## src/rtl/pipelined_adder_tree.sv

```systemverilog
// ============================================================================
// Module   : pipelined_adder_tree
// Purpose  : Reduces LENGTH lanes of DATA_WIDTH data to one sum through a
//            registered binary tree, then accumulates beats into groups that
//            are closed by in_last. Masking, signed/unsigned lanes, and a
//            single global advance for back-pressure.
// Revision : 1.0 - initial release
// ============================================================================
`timescale 1ns/1ps
`default_nettype none

module pipelined_adder_tree #(
  parameter int DATA_WIDTH = 32,
  parameter int LENGTH     = 8,
  parameter bit SIGNED     = 1'b1,
  parameter int ACC_BITS   = 4,
  parameter int OUT_WIDTH  = DATA_WIDTH + $clog2(LENGTH) + ACC_BITS
) (
  input  logic                         clk,
  input  logic                         rst_n,
  input  logic                         in_valid,
  output logic                         in_ready,
  input  logic [LENGTH*DATA_WIDTH-1:0] in_addends,
  input  logic [LENGTH-1:0]            in_mask,
  input  logic                         in_last,
  output logic                         out_valid,
  input  logic                         out_ready,
  output logic [OUT_WIDTH-1:0]         out_sum
);

  localparam int LEVELS = $clog2(LENGTH);

  // Number of operands held at tree level l (level 0 = registered inputs).
  function automatic int lvl_cnt(input int l);
    return (LENGTH + (1 << l) - 1) >> l;
  endfunction

  // Index of the first node of level l in the flattened node array.
  function automatic int lvl_off(input int l);
    int s;
    s = 0;
    for (int k = 0; k < l; k++) s += lvl_cnt(k);
    return s;
  endfunction

  localparam int NODES = lvl_off(LEVELS + 1);
  localparam int ROOT  = lvl_off(LEVELS);

  // All tree levels live in one flat array so that every node is read by
  // exactly one consumer (next level or the accumulator).
  logic [OUT_WIDTH-1:0] node_q [NODES];
  logic [OUT_WIDTH-1:0] node_d [NODES];
  logic [LEVELS:0]      vld_q, vld_d;
  logic [LEVELS:0]      last_q, last_d;
  logic [OUT_WIDTH-1:0] acc_q, acc_d;
  logic [OUT_WIDTH-1:0] out_sum_q, out_sum_d;
  logic                 out_valid_q, out_valid_d;
  logic [OUT_WIDTH-1:0] group_sum;
  logic                 adv;

  // Whole pipeline moves together unless a finished result is being held.
  always_comb begin
    adv = !out_valid_q || out_ready;
  end

  assign in_ready  = adv;
  assign out_valid = out_valid_q;
  assign out_sum   = out_sum_q;

  // Next-state for the input stage, every tree level and the accumulator.
  always_comb begin
    node_d      = node_q;
    vld_d       = vld_q;
    last_d      = last_q;
    acc_d       = acc_q;
    out_sum_d   = out_sum_q;
    out_valid_d = out_valid_q;
    group_sum   = acc_q + node_q[ROOT];

    if (adv) begin
      // Level 0: mask, then extend each lane to the full result width.
      for (int i = 0; i < LENGTH; i++) begin
        if (!in_mask[i]) begin
          node_d[i] = '0;
        end else if (SIGNED) begin
          node_d[i] = OUT_WIDTH'($signed(in_addends[i*DATA_WIDTH +: DATA_WIDTH]));
        end else begin
          node_d[i] = OUT_WIDTH'(in_addends[i*DATA_WIDTH +: DATA_WIDTH]);
        end
      end
      vld_d[0]  = in_valid;
      last_d[0] = in_last;

      // Pairwise adds; an odd trailing operand is simply forwarded.
      for (int l = 1; l <= LEVELS; l++) begin
        for (int j = 0; j < LENGTH; j++) begin
          if (j < lvl_cnt(l)) begin
            if (2*j + 1 < lvl_cnt(l-1)) begin
              node_d[lvl_off(l) + j] = node_q[lvl_off(l-1) + 2*j]
                                     + node_q[lvl_off(l-1) + 2*j + 1];
            end else begin
              node_d[lvl_off(l) + j] = node_q[lvl_off(l-1) + 2*j];
            end
          end
        end
        vld_d[l]  = vld_q[l-1];
        last_d[l] = last_q[l-1];
      end

      // Accumulator: a closing beat publishes the group and restarts at 0;
      // bubbles leave the partial sum alone.
      out_valid_d = 1'b0;
      if (vld_q[LEVELS]) begin
        if (last_q[LEVELS]) begin
          out_sum_d   = group_sum;
          out_valid_d = 1'b1;
          acc_d       = '0;
        end else begin
          acc_d = group_sum;
        end
      end
    end
  end

  // State registers; reset discards in-flight beats and partial groups.
  always_ff @(posedge clk or negedge rst_n) begin
    if (!rst_n) begin
      node_q      <= '{default: '0};
      vld_q       <= '0;
      last_q      <= '0;
      acc_q       <= '0;
      out_sum_q   <= '0;
      out_valid_q <= 1'b0;
    end else begin
      node_q      <= node_d;
      vld_q       <= vld_d;
      last_q      <= last_d;
      acc_q       <= acc_d;
      out_sum_q   <= out_sum_d;
      out_valid_q <= out_valid_d;
    end
  end

endmodule

`default_nettype wire

```

## config.mk

```make
export PLATFORM = sky130hd
export DESIGN_NAME = pipelined_adder_tree
export DESIGN_NICKNAME = d
export VERILOG_FILES = /design/src/rtl/pipelined_adder_tree.sv
export SDC_FILE = /design/constraint.sdc
export NUM_CORES = 2
export LEC_CHECK = 0
export CAP_MARGIN = 10
export CORE_UTILIZATION = 59
export CTS_CLUSTER_DIAMETER = 150
export DETAILED_ROUTE_END_ITERATION = 10
export PLACE_DENSITY = 0.85
export SYNTH_ARGS = -nofsm -noshare
export SYNTH_HDL_FRONTEND = slang
export SYNTH_SLANG_ARGS = --single-unit
```

## constraint.sdc

```tcl
create_clock -name clk -period 3.94 [get_ports clk]
set_input_delay 0.591 -clock clk [delete_from_list [all_inputs] [get_ports clk]]
set_output_delay 0.591 -clock clk [all_outputs]
set_load 0.01 [all_outputs]
```

* Word-level counts from Yosys, hierarchy flattened
Cells that the tools add are included.
** Word-level totals
- Register bits after elaboration :: 672
- Latch bits :: 0
- Memory bits (writable) :: 0
- Bits in read-only memories :: 0
- Bits of input ports :: 269
- Output and inout bits :: 41
- Word-level logic and storage cells :: 43
- Memories :: 0
** Operators by class
- Add/sub/neg operators :: 8
- Multipliers :: 0
- Div/mod/pow operators :: 0
- Magnitude comparators :: 0
- Equality and inequality tests :: 0
- Shift operators :: 0
- Multiplexer cells :: 11
- Bitwise gates (word level) :: 0
- Reductions and logical operators :: 4
** Operators by type and width (number)
- $mux W39 :: 9
- $add A39 B39 Y39 :: 8
- $reduce_and A3 Y1 :: 1
- $mux W1 :: 2
- $reduce_and A2 Y1 :: 1
- $logic_not A1 Y1 :: 1
- $logic_or A1 B1 Y1 :: 1

* Longest topological paths before layout
- Depth in word-level cells :: 3
- Mapped depth :: 13
- Mapped depth without buffers :: 13

* Worst setup path after synthesis
OpenSTA, ideal clock, no wires.
- Path kind :: reg-to-reg
- Start :: register node_q[195] in the netlist's numbering
- End :: register node_q[116] in the netlist's numbering
- Library setup time :: 0.131 ns
- Data arrival time :: 2.855 ns
- Data required time :: 3.809 ns
- Path slack :: 0.954 ns
- Stages on the path, launching flop included :: 14
- Buffers on the path :: 0
- Period minus slack after synthesis :: 2.986 ns
- Path through :: dfrtp_1 -> ha_1 -> inv_1 -> fa_1 -> and2b_1 -> o21a_1 -> a311oi_2 -> a21o_1 -> a311o_1 -> a211oi_1 -> o21ai_1 -> o31ai_1 -> xnor2_1 -> o21ai_1
** On the way
- Longest elaborated chain between the ends :: 1
** RTL lines
- start: declaration :: line 51 : logic [OUT_WIDTH-1:0] node_q [NODES];
- start signal: assignment :: line 135 : node_q <= node_d;
- $add A39 B39 Y39 :: line 100 : + node_q[lvl_off(l-1) + 2*j + 1];
Every way passes these cells.
A chain may end at the register's enable or synchronous reset.

* Worst setup path in the final report
- Start :: register node_q[0] in the netlist's numbering
- End :: register out_sum_q[26] (netlist: out_sum[26])
** On the way
- Longest elaborated chain between the ends :: 1
** RTL lines
- $add A39 B39 Y39 :: line 78 : group_sum = acc_q + node_q[ROOT];
- end signal: assignment :: line 139 : out_sum_q <= out_sum_d;
- end: declaration :: line 56 : logic [OUT_WIDTH-1:0] out_sum_q, out_sum_d;
Every way passes these cells.

==> metrics <==
RSZ-0062 raised after global routing no; Setup crit end out_sum[26]$_DFFE_PN0P_; hold_buf cts 0; R2R cell count 12; Clock Sinks roughly 600; Worst-Margin Slew approximately 1.1 ns; PnR worst setup slack just under 0.4 ns; CP Class flop to flop; port bufs 309; cell area after synthesis 36890 sq um; PD cells 869.5 nW/um^2; Setup TNS Final 0 ns; Die Wd roughly 250 um; global-route wire length before repair 150.7 mm; drt total wl 91.61 mm; Placed Cells around 5200; final std cells w/o fill 5315; area leader, netlist dfrtp_1; CP endpoint kind flop; skew final 0.02169 ns; setup repair bufs after CTS 0; Nets 4991; drt first pass iters 5; critical path arrival slightly above 4 ns; Max-Cap Viols 0; Max H-tree Level 3; ys flop type dfrtp_1; share of cells above drive strength 1 4.801%; vias in the first global route 29760; Fmax 281.8 MHz; Worst Setup SP node_q[0]$_DFFE_PN0N_; worst path required time 4.42 ns; crit start category flop; # setup viols final 0; DR vias/cell 5.830; Worst R2R Setup Slack 0.39 ns; Initial Util between 50% and 60%; Yosys reg bits 616; Num CTS Buffers 68; Core Rows 91; cts repair resizes 0; starting DRC count in detailed routing 2198; Hold Vio Cnt, Final 0; VDD IR-drop max between 300 and 400 uV; post-placement setup slack 0.4479 ns; diode count 0; Worst R2R Start node_q[0]$_DFFE_PN0N_; Synth Net Count about 4800; max_slew headroom 23.55%; CTS max path bufs 3; Post-synth ARST share 100.0%; Seq/Total Area, Yosys 41.79%; DRC 0; GRT overflow 0; Syn-to-layout area delta 16.20%; I/O pin total 310; die height about 250 um; Routed Antenna Nets 0; final period utilization 90.08%; status finished clean; DR WL/cell 17.24 um; Reg clk slew, reported paths 0.06 ns; initial antenna violation count 2; total core area 61710 sq um; Worst Path Max Fanout 5; Area contributors post-synth dfrtp_1 42%, ha_1 9.5%, nand2_1 8.2%, a21oi_1 5.2%, nand3_1 4.3%; largest net degree at the start of global routing 178; CTS root buf clkbuf_16; CTS tree yes; gp weighted congestion between 0.9 and 1; die area between 60000 and 70000 sq um; Min-Delay Path Class primary input to asynchronous set/reset pin; Pleak slightly above 20 nW; Post-DP HPWL 67.54 mm; synthesized area per cell roughly 8.8 sq um; Total GRT Usage 29.19%; worst skew pair latency ~0.61 ns; max-slew violations 0; r2r endpoint out_sum[26]$_DFFE_PN0P_; Final min period 3.549 ns; area share of the largest cell type after synthesis 41.79%; Yosys cell types 93; DR vias a little over 30000; synthesis warning total 0; EDFF count, synth 0; Synth Instances 4214
==> registers in the layout, summed over array words and instances, names as in the netlist <==
name	flops
node_q	529
acc_q	39
out_sum	39
last_q	4
vld_q	4
out_valid	1
==> how the worst min path moves through the flow <==
stage,startpoint,to
2_1_floorplan,rst_n,acc_q[0]$_DFFE_PN0P_
3_3_place_gp,last_q[2]$_DFFE_PN0N_,last_q[2]$_DFFE_PN0N_
3_5_place_dp,last_q[2]$_DFFE_PN0N_,last_q[2]$_DFFE_PN0N_
4_1_cts,rst_n,acc_q[19]$_DFFE_PN0P_
5_1_grt,rst_n,out_sum[19]$_DFFE_PN0P_
6_report,rst_n,acc_q[19]$_DFFE_PN0P_
==> layout by cell type (no fill, tap or decap), types with 11 or more instances in the layout <==
master           instances
nor2_1                 286
clkbuf_1                13
nand2_1                808
nor3_1                  32
ha_1                   280
nand3_1                315
or2_2                   12
a21o_1                 144
mux2_2                  32
clkinv_2                11
nand2b_1                47
a22o_1                  29
clkbuf_8                11
o21ai_0                229
clkbuf_16               70
nor3b_1                 15
xor2_1                 119
dfrtp_1                616
o211ai_1                15
a31oi_1                 26
a21oi_1                380
xnor2_1                108
and4_1                  12
clkdlybuf4s50_1        308
nand4_1                 27
and2_1                  21
buf_4                   14
o31ai_1                 23
a21boi_0                14
a211oi_1                31
inv_1                   90
nor2b_1                 36
o21a_1                  44
and3_1                  28
buf_12                  12
o21bai_1                36
==> worst max-delay path, cell delays in order (launching register included) <==
cell	delay, ns
dfrtp_1	0.38
ha_1	0.24
fa_1	0.43
a211oi_1	0.22
nor2_1	0.11
o21ai_1	0.34
o21ai_1	0.17
a21oi_1	0.42
a21oi_1	0.16
o2111a_1	0.28
a211oi_1	0.27
xnor2_1	0.13
mux2_2	0.27
==> metal layers <==
| layer | wire length (um) | vias up | share of wire, % | GRT usage, % |
|---|---|---|---|---|
| li1 | - | 15260 | - | - |
| met1 | 41390 | 14820 | 45 | 40.62 |
| met2 | 43050 | 747 | 47 | 47.74 |
| met3 | 4938 | 156 | 5.4 | 4.281 |
| met4 | 2220 | 2 | 2.4 | 7.861 |
| met5 | 9 | - | 0.0098 | 0 |
==> report_power, final <==
part	switching [mW]	leakage, nW	internal [mW]	total, mW
Sequential	1.89	7.63	8.81	10.7
Clock	2.56	1.09	3.78	6.34
Combinational	11.6	11.9	8.62	20.2
Total	16.1	20.6	21.2	37.3
==> metrics by stage <==
stage                     cell area [sq um]  hold WS [ns]  power (mW)  util (%)
after detailed placement              40660        0.4549       30.62     65.89
final                                 42860      0.003198       37.27     69.45
after global routing                  42860       0.05075       40.12     69.45
after CTS                             42860       0.01836       37.16     69.45
after floorplan                       36890        0.2954       25.14         -
after global placement                40660        0.4481       30.10     65.89
==> synth_stat cells (6+ instances only) <==
| master | n |
|---|---|
| o211ai_1 | 15 |
| inv_1 | 90 |
| or2_2 | 12 |
| and2_1 | 21 |
| nor3_1 | 32 |
| nand2b_1 | 47 |
| clkbuf_1 | 143 |
| fa_1 | 8 |
| xor2_1 | 119 |
| a211oi_1 | 31 |
| a221o_1 | 6 |
| buf_1 | 35 |
| nor3b_1 | 15 |
| a221oi_1 | 9 |
| o21ai_0 | 229 |
| nand4_1 | 27 |
| a21oi_1 | 380 |
| a2111oi_0 | 8 |
| nor2_1 | 286 |
| a21boi_0 | 14 |
| o2111ai_1 | 8 |
| nor2b_1 | 37 |
| o21bai_1 | 36 |
| o311ai_0 | 7 |
| and3_1 | 28 |
| nand2_1 | 808 |
| and4_1 | 12 |
| ha_1 | 280 |
| o31ai_1 | 23 |
| nand3b_1 | 6 |
| o21a_1 | 44 |
| o21ai_1 | 9 |
| nand3_1 | 316 |
| a22o_1 | 29 |
| a211o_1 | 7 |
| or3_1 | 7 |
| mux2_2 | 32 |
| a31o_2 | 7 |
| a21o_1 | 144 |
| dfrtp_1 | 616 |
| a31oi_1 | 26 |
| xnor2_1 | 108 |
==> layout make-up <==
class	instances	area, sq um
clock buffer	94	1952
clock inverter	20	246.5
inverter	91	349.1
fill	4850	18850
sequential	616	15410
multi-input combinational	3322	20410
tap	837	1047
timing repair buffer	335	3443
==> kinds of logic (layout without fill, tap and decap cells) <==
kind of cell | after synthesis | after routing | share of synthesized area, %
AOI/OAI and AO/OA | 1093 | 1093 | 18.74
xor gates and xnor gates | 227 | 227 | 5.390
adders and majority gates | 288 | 288 | 9.932
buffers and inverters | 276 | 540 | 2.917
DFF | 616 | 616 | 41.79
muxes | 37 | 37 | 1.113
and+or+nand+nor | 1677 | 1677 | 20.12
No activity file was read; power rests on OpenSTA's default activity.
